<file path="src/rtl/sync_edge.sv">
`default_nettype none
// ============================================================================
//  Module   : sync_edge
//  Purpose  : Multi-stage input synchroniser with registered-delay edge detect.
//  Revision : 1.0
// ============================================================================
module sync_edge #(
  parameter int stages = 2
) (
  input  logic clk,
  input  logic rst,
  input  logic in,
  output logic level,
  output logic rise,
  output logic fall
);

  logic [stages-1:0] r_sync;
  logic              r_levelD;

  always_ff @(posedge clk or posedge rst) begin
    if (rst) begin
      r_sync   <= '0;
      r_levelD <= 1'b0;
    end else begin
      r_sync   <= {r_sync[stages-2:0], in};
      r_levelD <= r_sync[stages-1];
    end
  end

  assign level = r_sync[stages-1];
  assign rise  = r_sync[stages-1] & ~r_levelD;
  assign fall  = ~r_sync[stages-1] & r_levelD;

endmodule
`default_nettype wire

</file>
<file path="src/rtl/pwm_capture.sv">
`default_nettype none
// ============================================================================
//  Module   : pwm_capture
//  Purpose  : Measures high time and rising-to-rising period of a PWM input.
//  Revision : 1.0
// ============================================================================
module pwm_capture #(
  parameter int nbits       = 16,
  parameter int sync_stages = 2
) (
  input  logic             clk,
  input  logic             rst,
  input  logic             en,
  input  logic             pwm_in,
  output logic [nbits-1:0] high_time,
  output logic [nbits-1:0] period,
  output logic             valid,
  output logic             timeout,
  output logic             stuck_level
);

  typedef enum logic [1:0] {
    IDLE = 2'd0,
    HIGH = 2'd1,
    LOW  = 2'd2
  } state_t;

  localparam logic [nbits-1:0] c_MAX = '1;
  localparam logic [nbits-1:0] c_ONE = {{(nbits-1){1'b0}}, 1'b1};

  logic             w_s;
  logic             w_rise;
  logic             w_fall;

  state_t           r_state;
  logic [nbits-1:0] r_pcnt;
  logic [nbits-1:0] r_hcnt;
  logic [nbits-1:0] r_highTime;
  logic [nbits-1:0] r_period;
  logic             r_valid;
  logic             r_timeout;
  logic             r_stuckLevel;

  sync_edge #(
    .stages (sync_stages)
  ) u_syncEdge (
    .clk   (clk),
    .rst   (rst),
    .in    (pwm_in),
    .level (w_s),
    .rise  (w_rise),
    .fall  (w_fall)
  );

  always_ff @(posedge clk or posedge rst) begin
    if (rst) begin
      r_state      <= IDLE;
      r_pcnt       <= '0;
      r_hcnt       <= '0;
      r_highTime   <= '0;
      r_period     <= '0;
      r_valid      <= 1'b0;
      r_timeout    <= 1'b0;
      r_stuckLevel <= 1'b0;
    end else begin
      r_valid <= 1'b0;
      if (!en) begin
        r_state <= IDLE;
        r_pcnt  <= '0;
        r_hcnt  <= '0;
      end else begin
        case (r_state)
          IDLE: begin
            if (w_rise) begin
              r_pcnt  <= c_ONE;
              r_hcnt  <= c_ONE;
              r_state <= HIGH;
            end
          end
          HIGH, LOW: begin
            if (w_rise) begin
              r_highTime <= r_hcnt;
              r_period   <= r_pcnt;
              r_valid    <= 1'b1;
              r_timeout  <= 1'b0;
              r_pcnt     <= c_ONE;
              r_hcnt     <= c_ONE;
              r_state    <= HIGH;
            end else if (r_pcnt == c_MAX) begin
              // Line has not toggled for a full counter span: report it stuck.
              r_timeout    <= 1'b1;
              r_stuckLevel <= w_s;
              r_pcnt       <= '0;
              r_hcnt       <= '0;
              r_state      <= IDLE;
            end else begin
              r_pcnt <= r_pcnt + c_ONE;
              if (r_state == HIGH) begin
                if (w_fall) begin
                  r_state <= LOW;
                end else begin
                  r_hcnt <= r_hcnt + c_ONE;
                end
              end
            end
          end
          default: begin
            r_state <= IDLE;
            r_pcnt  <= '0;
            r_hcnt  <= '0;
          end
        endcase
      end
    end
  end

  assign high_time   = r_highTime;
  assign period      = r_period;
  assign valid       = r_valid;
  assign timeout     = r_timeout;
  assign stuck_level = r_stuckLevel;

endmodule
`default_nettype wire

</file>
<file path="config.mk">
export PLATFORM = sky130hd
export DESIGN_NAME = pwm_capture
export DESIGN_NICKNAME = d
export VERILOG_FILES = /design/src/rtl/sync_edge.sv /design/src/rtl/pwm_capture.sv
export SDC_FILE = /design/constraint.sdc
export NUM_CORES = 1
export LEC_CHECK = 0
export CORE_MARGIN = 2
export CORE_UTILIZATION = 50
export CTS_BUF_LIST = sky130_fd_sc_hd__clkbuf_16
export CTS_CLUSTER_DIAMETER = 60
export DETAILED_ROUTE_END_ITERATION = 16
export PLACE_DENSITY_LB_ADDON = 0.05
export SYNTH_ARGS = -nofsm -noshare
export SYNTH_HDL_FRONTEND = slang
export SYNTH_SLANG_ARGS = --single-unit
</file>
<file path="constraint.sdc">
create_clock -name clk -period 2.1 [get_ports clk]
set_input_delay 0.21 -clock clk [delete_from_list [all_inputs] [get_ports clk]]
set_output_delay 0.21 -clock clk [all_outputs]
set_load 0.02 [all_outputs]
</file>
# ---- Word-level counts from Yosys, hierarchy flattened
# Cells that the tools add are included.
dict set report totals {
  inputBits 4
  latch_bits 0
  mem_bits_rw 0
  rom_bits 0
  regBits 72
  mem_count 0
  word_cells 55
  output_inout_bits 35
}
dict set report op_classes {
  n_lt_le_gt_ge 0
  n_bitwise 5
  n_reduce_logical 8
  n_shift 0
  mux 23
  n_eq_ne 7
  mul 0
  add_sub_neg 2
  div 0
}
# operator n
set ops {}
lappend ops {{$mux W16} 9}
lappend ops {{$pmux W16 S2} 2}
lappend ops {{$add A16 B1 Y16 const B} 2}
lappend ops {{$eq A16 B16 Y1 const B} 1}
lappend ops {{$mux W2} 6}
lappend ops {{$reduce_and A3 Y1} 4}
lappend ops {{$ne A5 B4 Y1 const B} 2}
lappend ops {{$mux W1} 5}
lappend ops {{$ne A5 B3 Y1 const B} 1}
lappend ops {{$pmux W2 S2} 1}
lappend ops {{$reduce_and A4 Y1} 1}
lappend ops {{$ne A3 B2 Y1 const B} 1}
lappend ops {{$not A1 Y1} 3}
lappend ops {{$and A1 B1 Y1} 2}
lappend ops {{$eq A2 B1 Y1 const B} 1}
lappend ops {{$eq A2 B2 Y1 const B} 1}
lappend ops {{$logic_not A2 Y1} 1}
lappend ops {{$reduce_bool A2 Y1} 1}
lappend ops {{$reduce_or A2 Y1} 1}

# ---- Depth between registers and ports, before layout
# Gate-level depths: netlist of the first run.
dict set report depth {
  word_depth 8
  depth_mapped 8
  mapped_depth_nobuf 7
}

# ---- Modules after synthesis
# From an unflattened synthesis of the first run, not the netlist that was laid out.
dict set report hier_totals {
  cells_unflattened 309
  hier_area_um2 3448.3
}
# module area_per_inst_um2 cells_each seq_area_each_um2 n_inst
set by_module_without_submodules {}
lappend by_module_without_submodules {pwm_capture 3354.5 303 1726.7 1}
lappend by_module_without_submodules {sync_edge 93.8 6 75.1 1}

# ---- Least setup slack after synthesis of the first run
# No wires, ideal clock.
dict set report synth_timing {
  path_type {register -> register}
  start {reg r_state[0]}
  end {reg r_hcnt[10]}
  t_required_ns 2.024
  slack_ns 0.062
  synth_period_minus_slack_ns 2.038
  arrival_time_ns 1.962
  setup_time_ns 0.076
  path_buffers 1
  path_stages_with_launch 9
  cell_sequence {dfrtp_1 inv_1 ha_1 a211oi_2 o32ai_1 or3_1 buf_2 or3_1 o21ai_1}
}
dict set report synth_between {
  elab_chain_len 4
  elab_cells_between_ends 10
  classes_between {eq/ne (5); mux (2); reduce/logical (3)}
}
# element line
set synth_rtl {}
lappend synth_rtl {{start: declaration} pwm_capture.sv:35} ;# state_t r_state;
lappend synth_rtl {{start signal: assignment} pwm_capture.sv:57} ;# r_state <= IDLE;
lappend synth_rtl {{start signal: assignment} pwm_capture.sv:68} ;# r_state <= IDLE;
lappend synth_rtl {{start signal: assignment} pwm_capture.sv:77} ;# r_state <= HIGH;
lappend synth_rtl {{$eq A2 B1 Y1 or $eq A2 B2 Y1 (tied branches)} {pwm_capture.sv:72, pwm_capture.sv:98}}
lappend synth_rtl {{$reduce_or A2 Y1} pwm_capture.sv:72} ;# case (r_state)
lappend synth_rtl {{$ne A5 B4 Y1 (no source line) or $pmux W16 S2 (tied branches)} n/a}
lappend synth_rtl {{$reduce_and A3 Y1 (no source line) or $mux W16 (tied branches)} n/a}
lappend synth_rtl {{end signal: assignment} pwm_capture.sv:76} ;# r_hcnt <= c_ONE;
lappend synth_rtl {{end signal: assignment} pwm_capture.sv:87} ;# r_hcnt <= c_ONE;
lappend synth_rtl {{end signal: assignment} pwm_capture.sv:102} ;# r_hcnt <= r_hcnt + c_ONE;
lappend synth_rtl {{end: declaration} pwm_capture.sv:37} ;# logic [nbits-1:0] r_hcnt;
# Several ways; a longest one is shown, not always the timed one.
# A chain may end at the register's enable or synchronous reset.

# ---- Worst setup path in the final report of the first run
dict set report layout_timing {
  start {reg r_state[0]}
  end {reg r_hcnt[7]}
}
# The elaborated chain is that of the path after synthesis.

==> flow_metrics.py, run 1 <==
metrics = {
    "sta": {
        "timing.fmax_mhz": 498,
        "finalMaxSlewViolations": 0,
        "final_min_period_over_clock_period": 0.956,
        "hold_violations": 0,
        "tmin_final_ns": 2.01,
        "timing.slew.headroom": 0.660,
        "setup_viol": 0,
        "timing.clock.skew_ns": 0.00445,
        "transition_time_of_the_tightest_slew_check_pin_ns": 0.506,
        "rsz0062_at_grt": "false",
        "tns_ns": 0,
    },
    "yosys": {
        "cell_area_after_synthesis_um2": 3420,
        "synth.net_count": 328,
        "asyncSetResetFlopFracSynth": 1.00,
        "synth_enable_flop_cells": 0,
        "synth-warning-count": 0,
        "netlist_instances": 319,
        "yosys_register_bits": 72,
        "seq_area_frac_synth": 0.527,
        "avgSynthCellArea_um2": 10.7,
        "yosys_most_used_dff": "dfrtp_1",
        "library_cells_used_by_synthesis": 45,
    },
    "floorplanning": {
        "placeableCoreArea_um2": 6720,
        "die_footprint_um2": 7510,
        "floorplan.rows": 30,
        "floorplan.die.height_um": 86.7,
        "pin_count": 39,
        "initial_core_util": 0.508,
        "floorplan.die.width_um": 86.7,
    },
    "clocking": {
        "clock_insertion_delay_worst_skew_ns": 0.33,
        "cts_buffers": 9,
        "cts_tree": "yes",
        "cts_post_setup_buffers_inserted": 0,
        "cts-resized-gates": 0,
        "clk_pin_slew_ns": 0.05,
        "numClockSinks": 72,
        "root_buffer": "clkbuf_16",
        "cts_hold_buf": 0,
        "clock_path_buffers": 2,
        "cts_max_level": 3,
    },
    "layout": {
        "fillers": 532,
        "final_util": 0.647,
        "commonest_non_fill_non_tap_cells_in_the_layout": "dfrtp_1, clkdlybuf4s50_1, mux2_2",
        "drive_gt1_frac": 0.231,
        "num_antenna_cells": 0,
        "nNetsFinal": 390,
        "leading_cell_type_in_the_layout_fill_and_taps_excluded": "dfrtp_1",
        "synthesis_to_layout_area_growth_pct": 27.2,
    },
    "critical_path": {
        "timing.critical_path.slowest_cell_delay_ns": 0.50,
        "maximum_fanout_encountered_on_the_critical_timing_path": 3,
        "cpMaxStageDelayCell": "or4_1",
        "cp_cell_sequence": "inv_2 -> ha_4 -> a211oi_2 -> o32ai_2 -> buf_4 -> or4_1 -> a21oi_1 -> a21o_1",
        "cp-end-kind": "flip-flop",
        "crit_required_ns": 2.37,
        "worst_setup_path_start_kind": "flip-flop",
        "worst_path_class_setup": "flip-flop to flip-flop",
        "timing.critical_path.arrival_ns": 2.28,
    },
    "drt": {
        "route.detailed.drc": 0,
        "detailedRoute.firstIterationViolations": 81,
        "wl_mm": 7.31,
        "avgViaCountPerCell": 5.73,
        "pre_repair_dr_iteration_count": 4,
        "antenna_violating_nets_post_route": 0,
        "vias": 2669,
        "detail_route.wl_per_cell_um": 15.7,
    },
    "pwr": {
        "switchingPower_mw": 1.26,
        "vdd.ir_drop.worst_v": 0.000640,
        "p_clk_frac": 0.347,
        "cellLeakagePower_nw": 1.96,
        "sequentialPowerShare": 0.375,
        "power_density_nw_per_um2": 956,
        "swShare": 0.303,
        "cellInternalPower_mw": 2.90,
        "power.share.combinational": 0.278,
    },
    "placed_design": {
        "detailed_place_hpwl_mm": 5.02,
        "port_buffers": 38,
        "place_congestion": 0.843,
    },
    "worst_hold_path": {
        "worst_hold_path_type": "input port to async pin",
    },
    "global_routing": {
        "grt_first_pass_wirelength_mm": 12.5,
        "largest_net_degree_at_the_start_of_global_routing": 73,
        "grt_antenna_before_repair": 0,
        "grt_use_total": 0.217,
        "overflow": 0,
        "grt_pass1_vias": 2610,
    },
    "status": {
        "run_status": "finished, final reports clean",
    },
    "flow_run": {
        "max-cap-violations": 0,
    },
}
[flip-flops by register name, indices dropped and copies added, names as in the netlist]
signal and count:
stuck_level 1, r_state 2, r_hcnt 16, u_syncEdge.r_levelD 1
r_pcnt 16, timeout 1, valid 1, u_syncEdge.r_sync 2
period 16, high_time 16
[per-stage QoR]
step / instances / power (mW) / instance area [µm²] / setup WS, ns / hold slack, ns
final: 466 / 4.15 / 4340 / 0.0925 / 0.271
after global routing: 466 / 4.39 / 4340 / 0.00390 / 0.322
after CTS: 466 / 4.13 / 4320 / 0.00636 / 0.311
after detailed placement: 450 / 2.69 / 4040 / 0.0153 / 0.335
after global placement: 450 / 2.67 / 4040 / 0.0930 / 0.333
after floorplan: 319 / 2.30 / 3420 / 0.0618 / 0.241
[final timing paths]
kind / start / to / slack (ns) / depth (start not counted)
max in group asynchronous: rst / r_hcnt[11]$_DFFE_PP0P_ / 1.51 / 3
max reg2reg: r_state[0]$_DFFE_PP0P_ / r_hcnt[7]$_DFFE_PP0P_ / 0.09 / 8
min: rst / r_pcnt[13]$_DFFE_PP0P_ / 0.27 / 3
max: r_state[0]$_DFFE_PP0P_ / r_hcnt[7]$_DFFE_PP0P_ / 0.09 / 8
min reg2reg: u_syncEdge.r_sync[0]$_DFF_PP0_ / u_syncEdge.r_sync[1]$_DFF_PP0_ / 0.35 / 0
min in group clk: pwm_in / u_syncEdge.r_sync[0]$_DFF_PP0_ / 0.32 / 1
[logic make-up (layout without fill, tap and decap cells)]
family,Yosys count,after routing,synth area share
and+or+nand+nor,102,102,0.164
AOI/OAI and AO/OA,76,76,0.133
DFF,72,72,0.527
muxes,35,35,0.114
buffers and inverters,28,95,0.0396
adders and majority gates,5,5,0.0183
xor gates and xnor gates,1,1,0.00256
[power groups by stage]
stage	Sequential, mW	Combinational, mW	Clock (mW)
after detailed placement	1.58	1.10	0
after global placement	1.58	1.09	0
after floorplan	1.62	0.680	0
after CTS	1.56	1.11	1.46
final	1.56	1.15	1.44
after global routing	1.57	1.28	1.53
[worst max-delay path, delay by kind of cell, from the launching register on]
family                     cells  cell delay, ns
and+or+nand+nor                1            0.50
adders and majority gates      1            0.21
AOI/OAI and AO/OA              4            0.60
DFF                            1            0.39
buffers and inverters          2            0.25
[Yosys cell counts, drive strengths merged (2+ instances only)]
| cell type | instances | area, µm² |
|---|---|---|
| a31oi | 4 | 25.0 |
| and3 | 4 | 25.0 |
| nor4 | 2 | 27.5 |
| nor2b | 2 | 12.5 |
| ha | 5 | 62.6 |
| mux2i | 3 | 30.0 |
| nand3 | 16 | 85.1 |
| o21ai | 41 | 205 |
| dfrtp | 72 | 1800 |
| nor3 | 15 | 80.1 |
| inv | 11 | 41.3 |
| or4 | 2 | 15.0 |
| nand4 | 10 | 68.8 |
| clkbuf | 10 | 40.0 |
| mux2 | 32 | 360 |
| a211oi | 4 | 35.0 |
| o41ai | 2 | 17.5 |
| buf | 7 | 53.8 |
| a21oi | 12 | 60.1 |
| o31ai | 6 | 45.0 |
| a21boi | 2 | 26.3 |
| nor2 | 12 | 47.6 |
| or3 | 7 | 43.8 |
| nand2 | 27 | 101 |
[layer usage]
metal  track usage  share of wire
met5             0              0
met4         0.112          0.021
met3        0.0514          0.033
met2         0.337           0.49
met1         0.282           0.45
[cell type report]
cell class                 instances  area (µm²)  area share
tap                               80         100      0.0230
timing repair buffer              68         618       0.142
multi-input combinational        219        1500       0.346
sequential                        72        1800       0.415
clock inverter                     7        53.8      0.0124
inverter                          11        41.3     0.00950
clock buffer                       9         225      0.0518
Power figures use the tool's default switching activity.
==> run 2, diff against run 1 <==
- CORE_MARGIN: 2 -> unset
- SETUP_SLACK_MARGIN: unset -> 0.3
==> run 2 against run 1 <==
Net effect: highest routed layer unchanged; sequential power about the same; first-iteration DRC count increased to 4.0 times the previous value; cell area increased by 9.3%; critical path type unchanged; combinational power increased by 34%; largest cell class unchanged; hold slack improved by 0.048 ns.
==> flow_metrics.py, run 2 (synthesis results as in run 1) <==
metrics = {
    "clocking": {
        "root_buffer": "clkbuf_16",
        "cts_hold_buf": 0,
        "cts_buffers": 9,
        "cts_max_level": 3,
        "cts_tree": "yes",
        "clk_pin_slew_ns": 0.06,
        "numClockSinks": 72,
        "clock_insertion_delay_worst_skew_ns": 0.33,
        "clock_path_buffers": 2,
    },
    "pwr": {
        "switchingPower_mw": 1.45,
        "power.share.combinational": 0.320,
        "cellInternalPower_mw": 3.37,
        "cellLeakagePower_nw": 2.11,
        "vdd.ir_drop.worst_v": 0.000755,
        "swShare": 0.300,
        "p_clk_frac": 0.356,
        "sequentialPowerShare": 0.325,
        "power_density_nw_per_um2": 1010,
    },
    "global_routing": {
        "gr-usage-met3": 0.0433,
        "global_route.peak_usage_layer": "met1",
        "grt_antenna_before_repair": 0,
        "groute.layer.met1.usage": 0.335,
        "grt_first_pass_wirelength_mm": 12.4,
        "grt_use_total": 0.224,
        "overflow": 0,
        "largest_net_degree_at_the_start_of_global_routing": 73,
        "grt_pass1_vias": 2431,
        "met2_capacity_usage_during_global_routing": 0.311,
    },
    "floorplanning": {
        "floorplan.rows": 29,
        "initial_core_util": 0.529,
        "placeableCoreArea_um2": 6460,
        "floorplan.die.width_um": 84.7,
        "pin_count": 39,
        "die_footprint_um2": 7170,
        "floorplan.die.height_um": 84.7,
    },
    "critical_path": {
        "worst_setup_path_start_kind": "flip-flop",
        "critical_path_cell_count": 7,
        "critical_path.n_buffers_inverters": 1,
        "rrSetupSlack_ns": 0.17,
        "timing.critical_path.arrival_ns": 2.19,
        "worst_path_class_setup": "flip-flop to flip-flop",
        "cpMaxStageDelayCell": "dfrtp_1",
        "maximum_fanout_encountered_on_the_critical_timing_path": 6,
        "timing.critical_path.slowest_cell_delay_ns": 0.39,
        "timing.critical_path.max_delay_family": "simple AND/OR/NAND/NOR gates",
        "reg2reg_from": "r_state[0]$_DFFE_PP0P_",
        "cp-end-kind": "flip-flop",
        "crit_required_ns": 2.36,
        "crit_end": "r_hcnt[6]$_DFFE_PP0P_",
        "critical_path.startpoint": "r_state[0]$_DFFE_PP0P_",
        "reg2reg_depth": 7,
        "cp_cell_sequence": "inv_2 -> ha_4 -> a211oi_2 -> o32ai_2 -> or3_4 -> or3_1 -> o21ai_1",
        "regToRegEndpoint": "r_hcnt[6]$_DFFE_PP0P_",
    },
    "sta": {
        "rsz0062_at_grt": "true",
        "tns_ns": 0,
        "timing.clock.skew_ns": 0.00518,
        "timing.fmax_mhz": 518,
        "final_min_period_over_clock_period": 0.920,
        "finalMaxSlewViolations": 0,
        "setup_viol": 0,
        "post-route-worst-setup-slack_ns": 0.169,
        "transition_time_of_the_tightest_slew_check_pin_ns": 0.402,
        "timing.slew.headroom": 0.730,
        "tmin_final_ns": 1.93,
        "hold_violations": 0,
    },
    "layout": {
        "leading_cell_type_in_the_layout_fill_and_taps_excluded": "dfrtp_1",
        "multi_input_area_um2": 1690,
        "sequential_cell_area_in_the_final_layout_um2": 1810,
        "num_antenna_cells": 0,
        "commonest_non_fill_non_tap_cells_in_the_layout": "dfrtp_1, clkdlybuf4s50_1, mux2_2",
        "nNetsFinal": 398,
        "synthesis_to_layout_area_growth_pct": 39.0,
        "drive_gt1_frac": 0.332,
        "fillers": 447,
    },
    "drt": {
        "wl_mm": 8.10,
        "pre_repair_dr_iteration_count": 13,
        "antenna_violating_nets_post_route": 0,
        "detail_route.wl_per_cell_um": 17.2,
        "detailedRoute.firstIterationViolations": 321,
        "avgViaCountPerCell": 5.92,
        "vias": 2788,
        "route.detailed.drc": 0,
    },
    "placed_design": {
        "port_buffers": 38,
        "detailed_place_hpwl_mm": 4.70,
        "pre_cts_slack_ns": 0.0749,
        "place_congestion": 0.834,
    },
    "flow_run": {
        "max-cap-violations": 0,
    },
    "status": {
        "run_status": "finished, final reports clean",
    },
    "worst_hold_path": {
        "worst_hold_path_type": "input port to flip-flop",
    },
}
run 2: cell types whose count changed in the layout (fill, tap and decap cells not counted), sizes merged:
| cell | previous run | this run |
|---|---|---|
| clkinvlp | 0 | 2 |
| bufinv | 1 | 3 |
| buf | 30 | 35 |
| clkbuf | 9 | 12 |
| inv | 12 | 10 |
| clkinv | 5 | 3 |
run 2: repair_timing:
item                       4_1_cts  5_1_grt
setup endpoints to repair       25       47
buffers inserted                 4        7
pin swaps                       14       10
gates resized for setup         26       37
gates cloned                     0        4
run 2: worst reg2reg max path, delay by kind of cell (launching register included):
kind | cells | cell delay, ns
AND/OR/NAND/NOR | 2 | 0.73
AO/OA/AOI/OAI | 3 | 0.43
flip-flops | 1 | 0.39
adder cells (fa/ha/maj) | 1 | 0.21
buffers and inverters | 1 | 0.09
run 2: power groups by stage:
stage | combinational (mW) | sequential, mW | clock [mW]
2_1_floorplan | 0.725 | 1.63 | 0
3_3_place_gp | 1.11 | 1.59 | 0
3_5_place_dp | 1.13 | 1.60 | 0
4_1_cts | 1.26 | 1.56 | 1.73
5_1_grt | 1.64 | 1.58 | 1.79
6_report | 1.54 | 1.56 | 1.71
run 2: worst min-delay path by stage:
stage / end / from / slack (ns) / cells past startpoint
floorplan: u_syncEdge.r_sync[0]$_DFF_PP0_ / pwm_in / 0.24 / 0
global placement: u_syncEdge.r_sync[1]$_DFF_PP0_ / u_syncEdge.r_sync[0]$_DFF_PP0_ / 0.34 / 0
detailed placement: u_syncEdge.r_sync[1]$_DFF_PP0_ / u_syncEdge.r_sync[0]$_DFF_PP0_ / 0.34 / 0
CTS: u_syncEdge.r_sync[0]$_DFF_PP0_ / pwm_in / 0.32 / 1
global route: u_syncEdge.r_sync[0]$_DFF_PP0_ / pwm_in / 0.33 / 1
finish: u_syncEdge.r_sync[0]$_DFF_PP0_ / pwm_in / 0.32 / 1
run 2: final cells by class:
class                   count  share of cell area
clock buffers               9              0.0474
clock inverters             7              0.0232
inverters                  11             0.00949
multi-input cells         219               0.355
flip-flops and latches     72               0.380
well taps                  77              0.0203
repair buffers             76               0.164
run 2: stage by stage:
stage | cells | hold WS, ns | utilization | power [mW] | area (µm²)
3_5_place_dp | 440 | 0.339 | 0.623 | 2.72 | 4030
3_3_place_gp | 440 | 0.336 | 0.623 | 2.70 | 4030
6_report | 471 | 0.319 | 0.735 | 4.82 | 4750
5_1_grt | 471 | 0.331 | 0.735 | 5.01 | 4750
4_1_cts | 460 | 0.318 | 0.694 | 4.55 | 4480
2_1_floorplan | 319 | 0.241 | - | 2.35 | 3430
run 2: routing by layer:
| metal | vias to the layer above | routed length (µm) |
|---|---|---|
| met4 | 0 | 232 |
| met1 | 1339 | 3790 |
| met2 | 122 | 3580 |
| met3 | 22 | 494 |
| li1 | 1305 | - |
| met5 | - | 0 |
==> run 3, diff against run 2 <==
- CORE_UTILIZATION: 50 -> 35
- SKIP_LAST_GASP: unset -> 1
- SLEW_MARGIN: unset -> 20
==> run 3 against run 2 <==
Net effect: fmax is 0.72% lower; highest routed layer unchanged; hold slack worse by 0.0013 ns; non-clock buffer count is 9 higher; utilization is 23 points lower; routed wire length is 0.85% lower; register-to-register slack hardly changed; total power is 6.6% lower; first-iteration DRC count is 57% lower; clock power is 15% lower; sequential cell count stayed put; setup slack worse by 0.014 ns; sequential power hardly changed.
==> flow_metrics.py, run 3 (synthesis results as in run 1) <==
metrics = {
    "global_routing": {
        "grt_pass1_vias": 2646,
        "overflow": 0,
        "grt_antenna_before_repair": 0,
        "grt_first_pass_wirelength_mm": 13.6,
        "grt_use_total": 0.177,
        "largest_net_degree_at_the_start_of_global_routing": 43,
    },
    "drt": {
        "detail_route.wl_per_cell_um": 15.1,
        "wl_mm": 8.03,
        "pre_repair_dr_iteration_count": 4,
        "vias": 2721,
        "route.detailed.drc": 0,
        "antenna_violating_nets_post_route": 0,
        "detailedRoute.firstIterationViolations": 137,
        "avgViaCountPerCell": 5.11,
    },
    "floorplanning": {
        "die_footprint_um2": 10200,
        "floorplan.die.height_um": 101,
        "pin_count": 39,
        "initial_core_util": 0.366,
        "placeableCoreArea_um2": 9330,
        "floorplan.die.width_um": 101,
        "floorplan.rows": 35,
    },
    "clocking": {
        "numClockSinks": 72,
        "cts_max_level": 3,
        "root_buffer": "clkbuf_16",
        "clk_pin_slew_ns": 0.06,
        "cts_tree": "yes",
        "cts_hold_buf": 0,
        "clock_path_buffers": 2,
        "cts_buffers": 9,
        "clock_insertion_delay_worst_skew_ns": 0.33,
    },
    "placed_design": {
        "place_congestion": 0.803,
        "port_buffers": 38,
        "pre_cts_slack_ns": 0.0392,
        "detailed_place_hpwl_mm": 5.24,
        "number_of_instances_in_the_placed_design": 499,
        "postPlaceCellArea_um2": 4120,
    },
    "critical_path": {
        "rrSetupSlack_ns": 0.16,
        "reg2reg_from": "r_state[1]$_DFFE_PP0P_",
        "regToRegEndpoint": "r_hcnt[15]$_DFFE_PP0P_",
        "worst_path_class_setup": "flip-flop to flip-flop",
        "crit_required_ns": 2.35,
        "timing.critical_path.arrival_ns": 2.20,
        "critical_path.startpoint": "r_state[1]$_DFFE_PP0P_",
        "worst_setup_path_start_kind": "flip-flop",
        "cp-end-kind": "flip-flop",
        "reg2reg_depth": 7,
        "maximum_fanout_encountered_on_the_critical_timing_path": 7,
    },
    "status": {
        "run_status": "finished, final reports clean",
    },
    "layout": {
        "final_util": 0.510,
        "nNetsFinal": 407,
        "synthesis_to_layout_area_growth_pct": 39.2,
        "num_antenna_cells": 0,
        "drive_gt1_frac": 0.345,
        "commonest_non_fill_non_tap_cells_in_the_layout": "dfrtp_1, clkdlybuf4s50_1, buf_4",
        "multi_input_area_um2": 1660,
        "postLayoutCellArea_um2": 4750,
        "sequential_cell_area_in_the_final_layout_um2": 1800,
        "fin_cells": 532,
        "leading_cell_type_in_the_layout_fill_and_taps_excluded": "dfrtp_1",
        "fillers": 861,
    },
    "sta": {
        "final_min_period_over_clock_period": 0.926,
        "hold_slack_ns": 0.318,
        "post-route-worst-setup-slack_ns": 0.155,
        "tns_ns": 0,
        "transition_time_of_the_tightest_slew_check_pin_ns": 0.574,
        "rsz0062_at_grt": "true",
        "setup_viol": 0,
        "timing.slew.headroom": 0.614,
        "timing.fmax_mhz": 514,
        "hold_violations": 0,
        "tmin_final_ns": 1.94,
        "timing.clock.skew_ns": 0.00631,
        "finalMaxSlewViolations": 0,
    },
    "worst_hold_path": {
        "timing.hold.worst_endpoint": "u_syncEdge.r_sync[0]$_DFF_PP0_",
        "hold_path_cells": 1,
        "worst_hold_path_type": "input port to flip-flop",
        "min_from": "pwm_in",
    },
    "pwr": {
        "cellLeakagePower_nw": 2.11,
        "vdd.ir_drop.worst_v": 0.000626,
        "power_density_nw_per_um2": 947,
        "report.power.total_mw": 4.50,
    },
    "flow_run": {
        "max-cap-violations": 0,
    },
}
==> run 3: cell count changes in the layout (fill, tap and decap cells not counted), sizes merged <==
cell / previous run / this run
bufinv: 3 / 1
clkbuf: 12 / 9
buf: 35 / 47
inv: 10 / 13
clkinv: 3 / 2
==> run 3: what timing repair did <==
action	4_1_cts	5_1_grt
setup endpoints to repair	22	48
buffers inserted	10	6
cloned	1	0
pin swaps	21	8
gates resized for setup	30	32
==> run 3: worst max path at each step <==
stage,to,slack (ns),depth (start not counted)
6_report,r_hcnt[15]$_DFFE_PP0P_,0.16,7
5_1_grt,r_hcnt[15]$_DFFE_PP0P_,0.09,7
4_1_cts,r_hcnt[15]$_DFFE_PP0P_,0.14,7
3_5_place_dp,r_hcnt[10]$_DFFE_PP0P_,0.04,7
3_3_place_gp,r_hcnt[12]$_DFFE_PP0P_,0.08,7
2_1_floorplan,r_hcnt[10]$_DFFE_PP0P_,0.18,8
==> run 3: where the power goes <==
part	total [mW]	switching [mW]	internal, mW
Sequential	1.57	0.0837	1.49
Combinational	1.47	0.762	0.710
Clock	1.46	0.561	0.898
Total	4.50	1.41	3.09
==> run 3: per-layer routing <==
| layer | vias up | GRT usage | wire length [µm] |
|---|---|---|---|
| met1 | 1337 | 0.265 | 4190 |
| met5 | - | 0 | 0 |
| met4 | 0 | 0.0725 | 130 |
| met2 | 49 | 0.248 | 3460 |
| met3 | 10 | 0.0333 | 244 |
| li1 | 1325 | - | - |
==> run 3: cell type report <==
class                      instances  area share
tap                              129      0.0340
multi-input combinational        219       0.349
timing repair buffer              85       0.168
sequential                        72       0.380
clock inverter                     7      0.0118
inverter                          11     0.00948
clock buffer                       9      0.0474
==> run 3: critical path, stage by stage, from the launching register on <==
cell	delay [ns]
dfrtp_1	0.40
inv_2	0.09
ha_4	0.20
a211oi_2	0.20
o32ai_2	0.12
or3_4	0.43
or3_1	0.35
o21ai_1	0.08
